==> config.mk <==
export PLATFORM = sky130hd
export DESIGN_NAME = flow_stats
export DESIGN_NICKNAME = d
export VERILOG_FILES = /design/src/rtl/flow_stats_pkg.sv /design/src/rtl/flow_stats_cell.sv /design/src/rtl/flow_stats.sv
export SDC_FILE = /design/constraint.sdc
export NUM_CORES = 2
export LEC_CHECK = 0
export CORE_MARGIN = 5
export CORE_UTILIZATION = 45
export CTS_CLUSTER_DIAMETER = 200
export CTS_CLUSTER_SIZE = 24
export DETAILED_ROUTE_END_ITERATION = 16
export HOLD_SLACK_MARGIN = 0.06
export PLACE_DENSITY = 0.6
export SETUP_SLACK_MARGIN = 0.15
export SYNTH_ARGS = -nofsm -noshare
export SYNTH_HDL_FRONTEND = slang
export SYNTH_SLANG_ARGS = --single-unit
==> constraint.sdc <==
create_clock -name clk -period 58.7 [get_ports clk]
set_input_delay 11.74 -clock clk [delete_from_list [all_inputs] [get_ports clk]]
set_output_delay 11.74 -clock clk [all_outputs]
set_load 0.01 [all_outputs]
==> src/rtl/flow_stats_pkg.sv <==
// Shared definitions for the per-flow statistics block: CSR map, CTRL bits,
// the pending-event record and the saturating counter arithmetic.
package flow_stats_pkg;

  localparam logic [7:0] ADDR_CTRL      = 8'h00;
  localparam logic [7:0] ADDR_MISS      = 8'h04;
  localparam logic [7:0] ADDR_OOR       = 8'h08;
  localparam logic [7:0] ADDR_CLEAR_ALL = 8'h0C;
  localparam logic [7:0] ADDR_CNT_BASE  = 8'h40;

  localparam int CTRL_EN  = 0;
  localparam int CTRL_COR = 1;

  localparam logic [31:0] CTRL_MASK  = 32'h0000_0003;
  localparam logic [31:0] CTRL_RESET = 32'h0000_0001;

  typedef struct packed {
    logic        hit;
    logic [15:0] id;
    logic [15:0] len;
  } evt_t;

  function automatic logic [31:0] sat_add32(input logic [31:0] a, input logic [31:0] b);
    logic [32:0] sum;
    sum = {1'b0, a} + {1'b0, b};
    return sum[32] ? 32'hFFFF_FFFF : sum[31:0];
  endfunction

  // A clear coinciding with an update leaves only the new increment, so no event is lost.
  function automatic logic [31:0] cnt_next(input logic [31:0] cur, input logic [31:0] inc,
                                           input logic upd, input logic clr);
    logic [31:0] nxt;
    nxt = cur;
    if (clr) begin
      nxt = upd ? inc : 32'h0;
    end else if (upd) begin
      nxt = sat_add32(cur, inc);
    end
    return nxt;
  endfunction

endpackage

==> src/rtl/flow_stats_cell.sv <==
// One flow's saturating packet/byte counter pair with clear-vs-update priority.
// Plain registers so back-to-back updates to the same flow never collide.
module flow_stats_cell
  import flow_stats_pkg::*;
(
  input  logic        clk,
  input  logic        rst,
  input  logic        upd_i,
  input  logic [15:0] len_i,
  input  logic        clr_pkt_i,
  input  logic        clr_byte_i,
  output logic [31:0] pkt_o,
  output logic [31:0] byte_o
);

  logic [31:0] pkt_q, pkt_d;
  logic [31:0] byte_q, byte_d;

  always_comb begin
    pkt_d  = cnt_next(pkt_q, 32'd1, upd_i, clr_pkt_i);
    byte_d = cnt_next(byte_q, {16'h0, len_i}, upd_i, clr_byte_i);
  end

  always_ff @(posedge clk or posedge rst) begin
    if (rst) begin
      pkt_q  <= '0;
      byte_q <= '0;
    end else begin
      pkt_q  <= pkt_d;
      byte_q <= byte_d;
    end
  end

  assign pkt_o  = pkt_q;
  assign byte_o = byte_q;

endmodule

==> src/rtl/flow_stats.sv <==
// Per-flow statistics: registers each lookup result for one cycle, then commits it
// to per-flow, miss or out-of-range counters; all counters readable/clearable over CSR.
module flow_stats
  import flow_stats_pkg::*;
#(
  parameter int NUM_FLOWS = 16,
  parameter int CNT_W     = 32
) (
  input  logic        clk,
  input  logic        rst,
  input  logic        flow_key_valid,
  input  logic        flow_hit,
  input  logic [15:0] flow_id,
  input  logic [15:0] pkt_len,
  input  logic        we,
  input  logic [7:0]  waddr,
  input  logic [31:0] wdata,
  output logic        wdone,
  input  logic        re,
  input  logic [7:0]  raddr,
  output logic [31:0] rdata,
  output logic        rdone
);

  localparam logic [15:0] NF = 16'(NUM_FLOWS);

  logic [31:0]      ctrl_q, ctrl_d;
  logic             evt_vld_q, evt_vld_d;
  evt_t             evt_q, evt_d;
  logic [CNT_W-1:0] miss_q, miss_d;
  logic [CNT_W-1:0] oor_q, oor_d;
  logic [31:0]      rdata_q, rdata_d;
  logic             rdone_q, wdone_q;

  logic [CNT_W-1:0] pkt_cnt  [NUM_FLOWS];
  logic [CNT_W-1:0] byte_cnt [NUM_FLOWS];

  logic [NUM_FLOWS-1:0] flow_upd;
  logic [NUM_FLOWS-1:0] rd_pkt_sel, rd_byte_sel, wr_pkt_sel, wr_byte_sel;
  logic [NUM_FLOWS-1:0] clr_pkt, clr_byte;

  logic [7:0] roff, woff;
  logic       r_cnt, w_cnt;
  logic       cor, clr_all, clr_miss, clr_oor;
  logic       evt_miss, evt_oor;

  // Counter region decode: 8-byte stride per flow, PKT at +0, BYTE at +4.
  assign roff  = raddr - ADDR_CNT_BASE;
  assign woff  = waddr - ADDR_CNT_BASE;
  assign r_cnt = (raddr >= ADDR_CNT_BASE) && (roff[1:0] == 2'b00);
  assign w_cnt = (waddr >= ADDR_CNT_BASE) && (woff[1:0] == 2'b00);

  always_comb begin
    rd_pkt_sel  = '0;
    rd_byte_sel = '0;
    wr_pkt_sel  = '0;
    wr_byte_sel = '0;
    flow_upd    = '0;
    for (int i = 0; i < NUM_FLOWS; i++) begin
      rd_pkt_sel[i]  = r_cnt && (roff[7:3] == i[4:0]) && !roff[2];
      rd_byte_sel[i] = r_cnt && (roff[7:3] == i[4:0]) &&  roff[2];
      wr_pkt_sel[i]  = w_cnt && (woff[7:3] == i[4:0]) && !woff[2];
      wr_byte_sel[i] = w_cnt && (woff[7:3] == i[4:0]) &&  woff[2];
      flow_upd[i]    = evt_vld_q && evt_q.hit && (evt_q.id == i[15:0]);
    end
  end

  assign cor      = re && ctrl_q[CTRL_COR];
  assign clr_all  = we && (waddr == ADDR_CLEAR_ALL);
  assign clr_miss = clr_all || (we && waddr == ADDR_MISS) || (cor && raddr == ADDR_MISS);
  assign clr_oor  = clr_all || (we && waddr == ADDR_OOR)  || (cor && raddr == ADDR_OOR);
  assign evt_miss = evt_vld_q && !evt_q.hit;
  assign evt_oor  = evt_vld_q && evt_q.hit && (evt_q.id >= NF);

  always_comb begin
    clr_pkt  = '0;
    clr_byte = '0;
    for (int i = 0; i < NUM_FLOWS; i++) begin
      clr_pkt[i]  = clr_all || (we && wr_pkt_sel[i])  || (cor && rd_pkt_sel[i]);
      clr_byte[i] = clr_all || (we && wr_byte_sel[i]) || (cor && rd_byte_sel[i]);
    end
  end

  for (genvar g = 0; g < NUM_FLOWS; g++) begin : g_cell
    flow_stats_cell u_cell (
      .clk        (clk),
      .rst        (rst),
      .upd_i      (flow_upd[g]),
      .len_i      (evt_q.len),
      .clr_pkt_i  (clr_pkt[g]),
      .clr_byte_i (clr_byte[g]),
      .pkt_o      (pkt_cnt[g]),
      .byte_o     (byte_cnt[g])
    );
  end

  always_comb begin
    evt_vld_d = flow_key_valid && ctrl_q[CTRL_EN];
    evt_d     = '{hit: flow_hit, id: flow_id, len: pkt_len};
    miss_d    = cnt_next(miss_q, 32'd1, evt_miss, clr_miss);
    oor_d     = cnt_next(oor_q, 32'd1, evt_oor, clr_oor);
    ctrl_d    = (we && waddr == ADDR_CTRL) ? (wdata & CTRL_MASK) : ctrl_q;
  end

  // Reads sample pre-update state; rdata holds until the next read.
  always_comb begin
    rdata_d = rdata_q;
    if (re) begin
      rdata_d = '0;
      case (raddr)
        ADDR_CTRL: rdata_d = ctrl_q;
        ADDR_MISS: rdata_d = miss_q;
        ADDR_OOR:  rdata_d = oor_q;
        default:   ;
      endcase
      for (int i = 0; i < NUM_FLOWS; i++) begin
        if (rd_pkt_sel[i])  rdata_d = pkt_cnt[i];
        if (rd_byte_sel[i]) rdata_d = byte_cnt[i];
      end
    end
  end

  always_ff @(posedge clk or posedge rst) begin
    if (rst) begin
      ctrl_q    <= CTRL_RESET;
      evt_vld_q <= 1'b0;
      evt_q     <= '0;
      miss_q    <= '0;
      oor_q     <= '0;
      rdata_q   <= '0;
      rdone_q   <= 1'b0;
      wdone_q   <= 1'b0;
    end else begin
      ctrl_q    <= ctrl_d;
      evt_vld_q <= evt_vld_d;
      evt_q     <= evt_d;
      miss_q    <= miss_d;
      oor_q     <= oor_d;
      rdata_q   <= rdata_d;
      rdone_q   <= re;
      wdone_q   <= we;
    end
  end

  assign rdata = rdata_q;
  assign rdone = rdone_q;
  assign wdone = wdone_q;

endmodule

# ---- Yosys cells after proc, flatten, opt, wreduce, memory -nomap -nowiden
# Index checks and enable logic that the tools add are counted.
dict set report word_totals {
  mem_bits_ro 0
  inputBits 86
  mem_bits_rw 0
  latch_bits 0
  out_inout_bits 34
  ff_bits 1158
  n_memories 0
  elab_cells 601
}
dict set report classes {
  bitwise_logic 0
  n_addsub 36
  n_mul 0
  n_div 0
  eq_ne 50
  muxes 169
  order_cmp 3
  n_shift 0
  n_reduce_logical 301
}
# cell n
set op_table {}
lappend op_table {{2-to-1 mux 32 bit} 134}
lappend op_table {{adder 32 x 1 -> 33 bit, second input constant} 18}
lappend op_table {{adder 32 x 16 -> 33 bit} 16}
lappend op_table {{2-to-1 mux 16 bit} 16}
lappend op_table {{logical AND 1 bit} 189}
lappend op_table {{equality test 16 x 4 -> 1 bit, second input constant} 8}
lappend op_table {{case mux 32 bit (3 select lines)} 1}
lappend op_table {{equality test 5 x 4 -> 1 bit, second input constant} 16}
lappend op_table {{logical OR 1 bit} 68}
lappend op_table {{nonzero test 2 bit} 34}
lappend op_table {{equality test 16 x 3 -> 1 bit, second input constant} 4}
lappend op_table {{equality test 5 x 3 -> 1 bit, second input constant} 8}
lappend op_table {{equality test 16 x 2 -> 1 bit, second input constant} 2}
lappend op_table {{equality test 8 x 4 -> 1 bit, second input constant} 3}
lappend op_table {{equality test 5 x 2 -> 1 bit, second input constant} 4}
lappend op_table {{2-to-1 mux 1 bit} 18}
lappend op_table {{equality test 16 x 1 -> 1 bit, second input constant} 1}
lappend op_table {{equality test 8 x 3 -> 1 bit, second input constant} 2}
lappend op_table {{>= comparator 16 x 5 -> 1 bit, second input constant} 1}
lappend op_table {{>= comparator 8 x 7 -> 1 bit, second input constant} 2}
lappend op_table {{zero test 16 bit} 1}
lappend op_table {{zero test 8 bit} 2}
lappend op_table {{subtractor 8 x 7 -> 8 bit, second input constant} 2}
lappend op_table {{equality test 5 x 1 -> 1 bit, second input constant} 2}
lappend op_table {{3 further kinds} 7}

# ---- Longest topological paths before layout
dict set report logic_depth {
  depth_word 37
  depth_mapped 17
}

# ---- Cells and area by module
# From an unflattened synthesis, not the netlist that was laid out.
dict set report hier_totals {
  hier_cells 10556
  area_unflattened_um2 87706.6
}
# module instances area_per_inst_um2 cells_each
set by_module_without_submodules {}
lappend by_module_without_submodules {{flow_stats_cell (g_cell[0].u_cell ...)} 8 4403.0 493}
lappend by_module_without_submodules {{flow_stats_cell (g_cell[4].u_cell ...)} 5 4231.6 497}
lappend by_module_without_submodules {flow_stats 1 18373.9 2627}
lappend by_module_without_submodules {{flow_stats_cell (g_cell[15].u_cell ...)} 2 4240.3 480}
lappend by_module_without_submodules {{flow_stats_cell (g_cell[9].u_cell)} 1 4470.5 540}

# ---- Worst setup path before layout
# No wires, ideal clock.
dict set report synth_path {
  path_type {in2reg}
  start {in raddr[6]}
  end {reg rdata_q[8] (netlist: rdata[8])}
  path_buffers 2
  arrival_ps 14396
  t_required_ps 58579
  cell_stages 14
  setup_ps 121
  path_slack_ps 44183
  cell_sequence {buf_2 -> inv_1 -> ha_1 -> or4_4 -> buf_6 -> nor3_2 -> o21ai_0 -> a22oi_1 -> o211ai_1 -> a221o_1 -> a221o_1 -> a21oi_1 -> o221ai_1 -> a22o_1}
}
dict set report synth_between {
  elab_chain_len 36
}
# item line
set synth_rtl {}
lappend synth_rtl {{start, declared} flow_stats.sv:20} ;# input logic [7:0] raddr,
lappend synth_rtl {{subtractor 8 x 7 -> 8 bit / >= comparator 8 x 7 -> 1 bit (equally long branches)} {flow_stats.sv:48, flow_stats.sv:50}}
lappend synth_rtl {{zero test 5 bit / logical AND 1 bit (equally long branches)} {flow_stats.sv:60, flow_stats.sv:61, flow_stats.sv:50}}
lappend synth_rtl {{logical AND 1 bit} {flow_stats.sv:60, flow_stats.sv:61}}
lappend synth_rtl {{logical AND 1 bit} flow_stats.sv:60} ;# rd_pkt_sel[i] = r_cnt && (roff[7:3] == i[4:0]) && !roff[2];
lappend synth_rtl {{2-to-1 mux 32 bit} flow_stats.sv:117} ;# if (rd_pkt_sel[i]) rdata_d = pkt_cnt[i];
lappend synth_rtl {{2-to-1 mux 32 bit} flow_stats.sv:118} ;# if (rd_byte_sel[i]) rdata_d = byte_cnt[i];
lappend synth_rtl {{2-to-1 mux 32 bit} flow_stats.sv:117}
lappend synth_rtl {{2-to-1 mux 32 bit} flow_stats.sv:118}
lappend synth_rtl {{[... 20 more ...]} n/a}
lappend synth_rtl {{2-to-1 mux 32 bit} flow_stats.sv:117}
lappend synth_rtl {{2-to-1 mux 32 bit} flow_stats.sv:118}
lappend synth_rtl {{2-to-1 mux 32 bit} flow_stats.sv:117}
lappend synth_rtl {{2-to-1 mux 32 bit} flow_stats.sv:118}
lappend synth_rtl {{2-to-1 mux 32 bit} flow_stats.sv:117}
lappend synth_rtl {{2-to-1 mux 32 bit} flow_stats.sv:118}
lappend synth_rtl {{2-to-1 mux 32 bit} flow_stats.sv:117}
lappend synth_rtl {{2-to-1 mux 32 bit *} flow_stats.sv:118}
lappend synth_rtl {{end signal, assigned} flow_stats.sv:139} ;# rdata_q <= rdata_d;
lappend synth_rtl {{end, declared} flow_stats.sv:32} ;# logic [31:0] rdata_q, rdata_d;
# Mark *: on every way between the ends. The rest lies on a longest branch, timed or not.
# A chain may end at the register's enable or synchronous reset.

# ---- Worst setup path in the final report
dict set report layout_path {
  start {in raddr[6]}
  end {reg rdata_q[15] (netlist: rdata[15])}
}
# Same word-level chain as after synthesis.

==> metrics <==
hold path depth 1; CP Capture Type flip-flop; setup_tns 0 ps; min Tclk post-route 17800 ps; Setup CP Type primary input to flip-flop; Avg Inst Size Synth 8.06 µm²; fin cells 12300; Placed Cells 12200; starting density of the core 45.1%; I/O Buffers 89; drt total wl 382 mm; sequential area share after synthesis 35.7%; CTS-repair resized insts 0; share of layout cells above drive strength 1 5.13%; FFs w/ async S/R, synth 100%; Pre-Repair DR Iteration Count 7; Routability Congestion 1.05; antenna-violating nets left 0; WL/cell 31.1 µm; PwrDens 23.3 nW/µm²; vias in the first global route 77200; syn_nets 10500; Startpoint Class primary input; IO Pins 120; fin util 47.9%; Peak VDD IR 26.3 µV; Comb pwr share 25.0%; cell chain of the critical path clkdlybuf4s50_1 > inv_1 > ha_1 > nor3_2 > buf_4 > nand3_1 > buf_4 > nor2_1 > a221o_1 > o221ai_1 > a31oi_1 > o21ai_0 > a211o_1 > a31oi_1; slew margin rel. 1.56%; CTS Sinks 1158; floorplan row count 156; # H-tree levels 2; total CTS buffers 54; sequential power share 51.6%; mapped cell area 81200 µm²; post-synth cell types 116; largest net degree at the start of global routing 160; period utilisation layout 30.3%; Global Route Usage Sum 38.6%; buffer levels on the longest clock path 3; initial antenna violation count 25; Crit Path Max Fanout 15; post-DR vias/cell 7.02; Die Wd 435 µm; final setup vio count 0; Crit path arrival time 18490 ps; Yosys warning total 0; Worst-path clk slew 100 ps; Die Y-Extent 435 µm; Sw Ratio 38.1%; Vias 86000; Sw Pwr 765 µW; unrepaired setup endpoints after global routing false; cells after synthesis 10100; status complete, no violations; hold buffer count at cts 0; final hold violations 0; slowest stage cell, crit path a31oi_1; core box area 180000 µm²; initial drt markers 11800; skew final 48.2 ps; Worst-Skew Late Latency 800 ps; Least-Margin Pin Slew 1470 ps; clock power share 23.5%; internal power 1.24 mW; GRT overflow 0; number of synthesized flops with an enable pin 0; synth-to-layout area growth 6.30%; final routed DRC violation total 0; post-DP HPWL 281 mm; #FFs+latches synth 1158; die area 189000 µm²; Most used DFF post-synth dfrtp_1; R2R depth 14; Pleak 34.5 nW; WP data required 59400 ps; slowest stage delay, CP 1180 ps; CTS tree yes; postcts setup bufs 0; number of max-cap violations 0; Clock Tree Root clkbuf_16; first-pass GRT wire length 550 mm; class of the worst hold path flip-flop to flip-flop; f_max 0.0562 GHz; max-slew violation count 0; Nets 10300
-- power by group through the flow --
stage | Combinational (mW) | Sequential [mW] | Clock [mW]
final | 0.501 | 1.04 | 0.471
after global routing | 0.552 | 1.04 | 0.499
after CTS | 0.489 | 1.03 | 0.475
after detailed placement | 0.487 | 1.04 | 0
after global placement | 0.477 | 1.04 | 0
after floorplan | 0.361 | 0.976 | 0
-- Yosys cell counts, types with 82 or more instances --
cell type	count	area share, %
nand3_1	514	3.2
inv_1	185	0.86
dfrtp_1	1157	36
buf_2	114	0.70
nand4_1	115	0.89
o22ai_1	126	0.97
a31oi_1	157	1.2
and3_1	269	2.1
a21oi_1	984	6.1
a311oi_1	223	2.4
and4_1	99	1.1
mux2i_1	153	1.9
a21o_1	105	0.97
clkbuf_1	416	1.9
nand2_1	858	4.0
and2_1	82	0.63
ha_1	278	4.3
o21ai_0	967	6.0
nor2_1	1009	4.7
xnor2_1	111	1.2
o21a_1	89	0.82
a211oi_1	235	2.2
nor3_1	510	3.1
-- cells in the final DEF, fill, tap and decap left out, types with 66 or more instances in the layout --
cell and n:
dfrtp_1 1141, nor2_1 995, a21oi_1 978, o21ai_0 965, nand2_1 855, nand3_1 512, nor3_1 503, ha_1 278
and3_1 269, buf_4 247, a211oi_1 235, a311oi_1 223, inv_1 183, a31oi_1 157, mux2i_1 153, o22ai_1 119
nand4_1 115, xnor2_1 111, a21o_1 105, and4_1 99, o21a_1 89, clkdlybuf4s50_1 86, and2_1 82, or3_1 81
xor2_1 79, nor2b_1 73, nand2b_1 72, a221oi_1 69, a22oi_1 66
-- routing by layer --
metal | global-route usage, % | part of all wire, % | vias to the layer above
li1 | - | - | 37600
met1 | 52.0 | 39 | 42300
met2 | 54.7 | 41 | 5079
met3 | 10.7 | 12 | 1029
met4 | 23.6 | 7.7 | 30
met5 | 0.580 | 0.098 | -
-- worst max-delay path, delay by kind of cell --
kind                     cells  cell delay, ps
buffers and inverters        4            1530
AO/OA/AOI/OAI                6            3260
AND/OR/NAND/NOR              3            1620
adder cells (fa/ha/maj)      1             320
-- cells by family after synthesis --
| group | synth area share, % |
|---|---|
| compound gates | 28.2 |
| xor+xnor | 2.05 |
| fa+ha+maj | 4.68 |
| buf+inv | 3.89 |
| flops | 35.7 |
| mux | 2.20 |
| simple gates | 23.3 |
-- flip-flops by register name, summed over array words and instances (netlist names) --
register,flops
g_cell.u_cell.pkt_o,512
rdata,32
ctrl_q,2
g_cell.u_cell.byte_o,512
miss_q,32
evt_q,33
wdone,1
oor_q,32
evt_vld_q,1
rdone,1
-- worst paths after layout --
kind | slack, ps | from | to
setup / recovery | 40900 | raddr[6] | rdata[15]
hold / removal | 520 | g_cell[15].u_cell.byte_o[19] | g_cell[15].u_cell.byte_o[19]
setup reg to reg | 53430 | evt_q[1] | g_cell[10].u_cell.byte_o[21]
hold reg to reg | 520 | g_cell[15].u_cell.byte_o[19] | g_cell[15].u_cell.byte_o[19]
max in group asynchronous | 44080 | rst | evt_q[12]
min in group asynchronous | 11500 | rst | g_cell[6].u_cell.pkt_o[21]
-- final cells by class --
class | instances | area (µm²)
well taps | 2370 | 2970
clock inverters | 2 | 36.3
fillers | 17600 | 93800
inverters | 188 | 718
clock buffers | 69 | 1410
flip-flops and latches | 1158 | 29000
multi-input cells | 8131 | 49400
diodes | 11 | 27.5
repair buffers | 337 | 2780
-- per-stage QoR --
| stage | setup slack (ps) | hold WS (ps) | instance area, µm² | power, mW |
|---|---|---|---|---|
| finish | 40900 | 520 | 86300 | 2.01 |
| global route | 41180 | 533 | 86300 | 2.09 |
| CTS | 41640 | 520 | 86300 | 1.99 |
| detailed placement | 40800 | 501 | 84900 | 1.53 |
| global placement | 40870 | 488 | 84900 | 1.52 |
| floorplan | 14350 | 460 | 81200 | 1.34 |
Power figures use the tool's default switching activity.
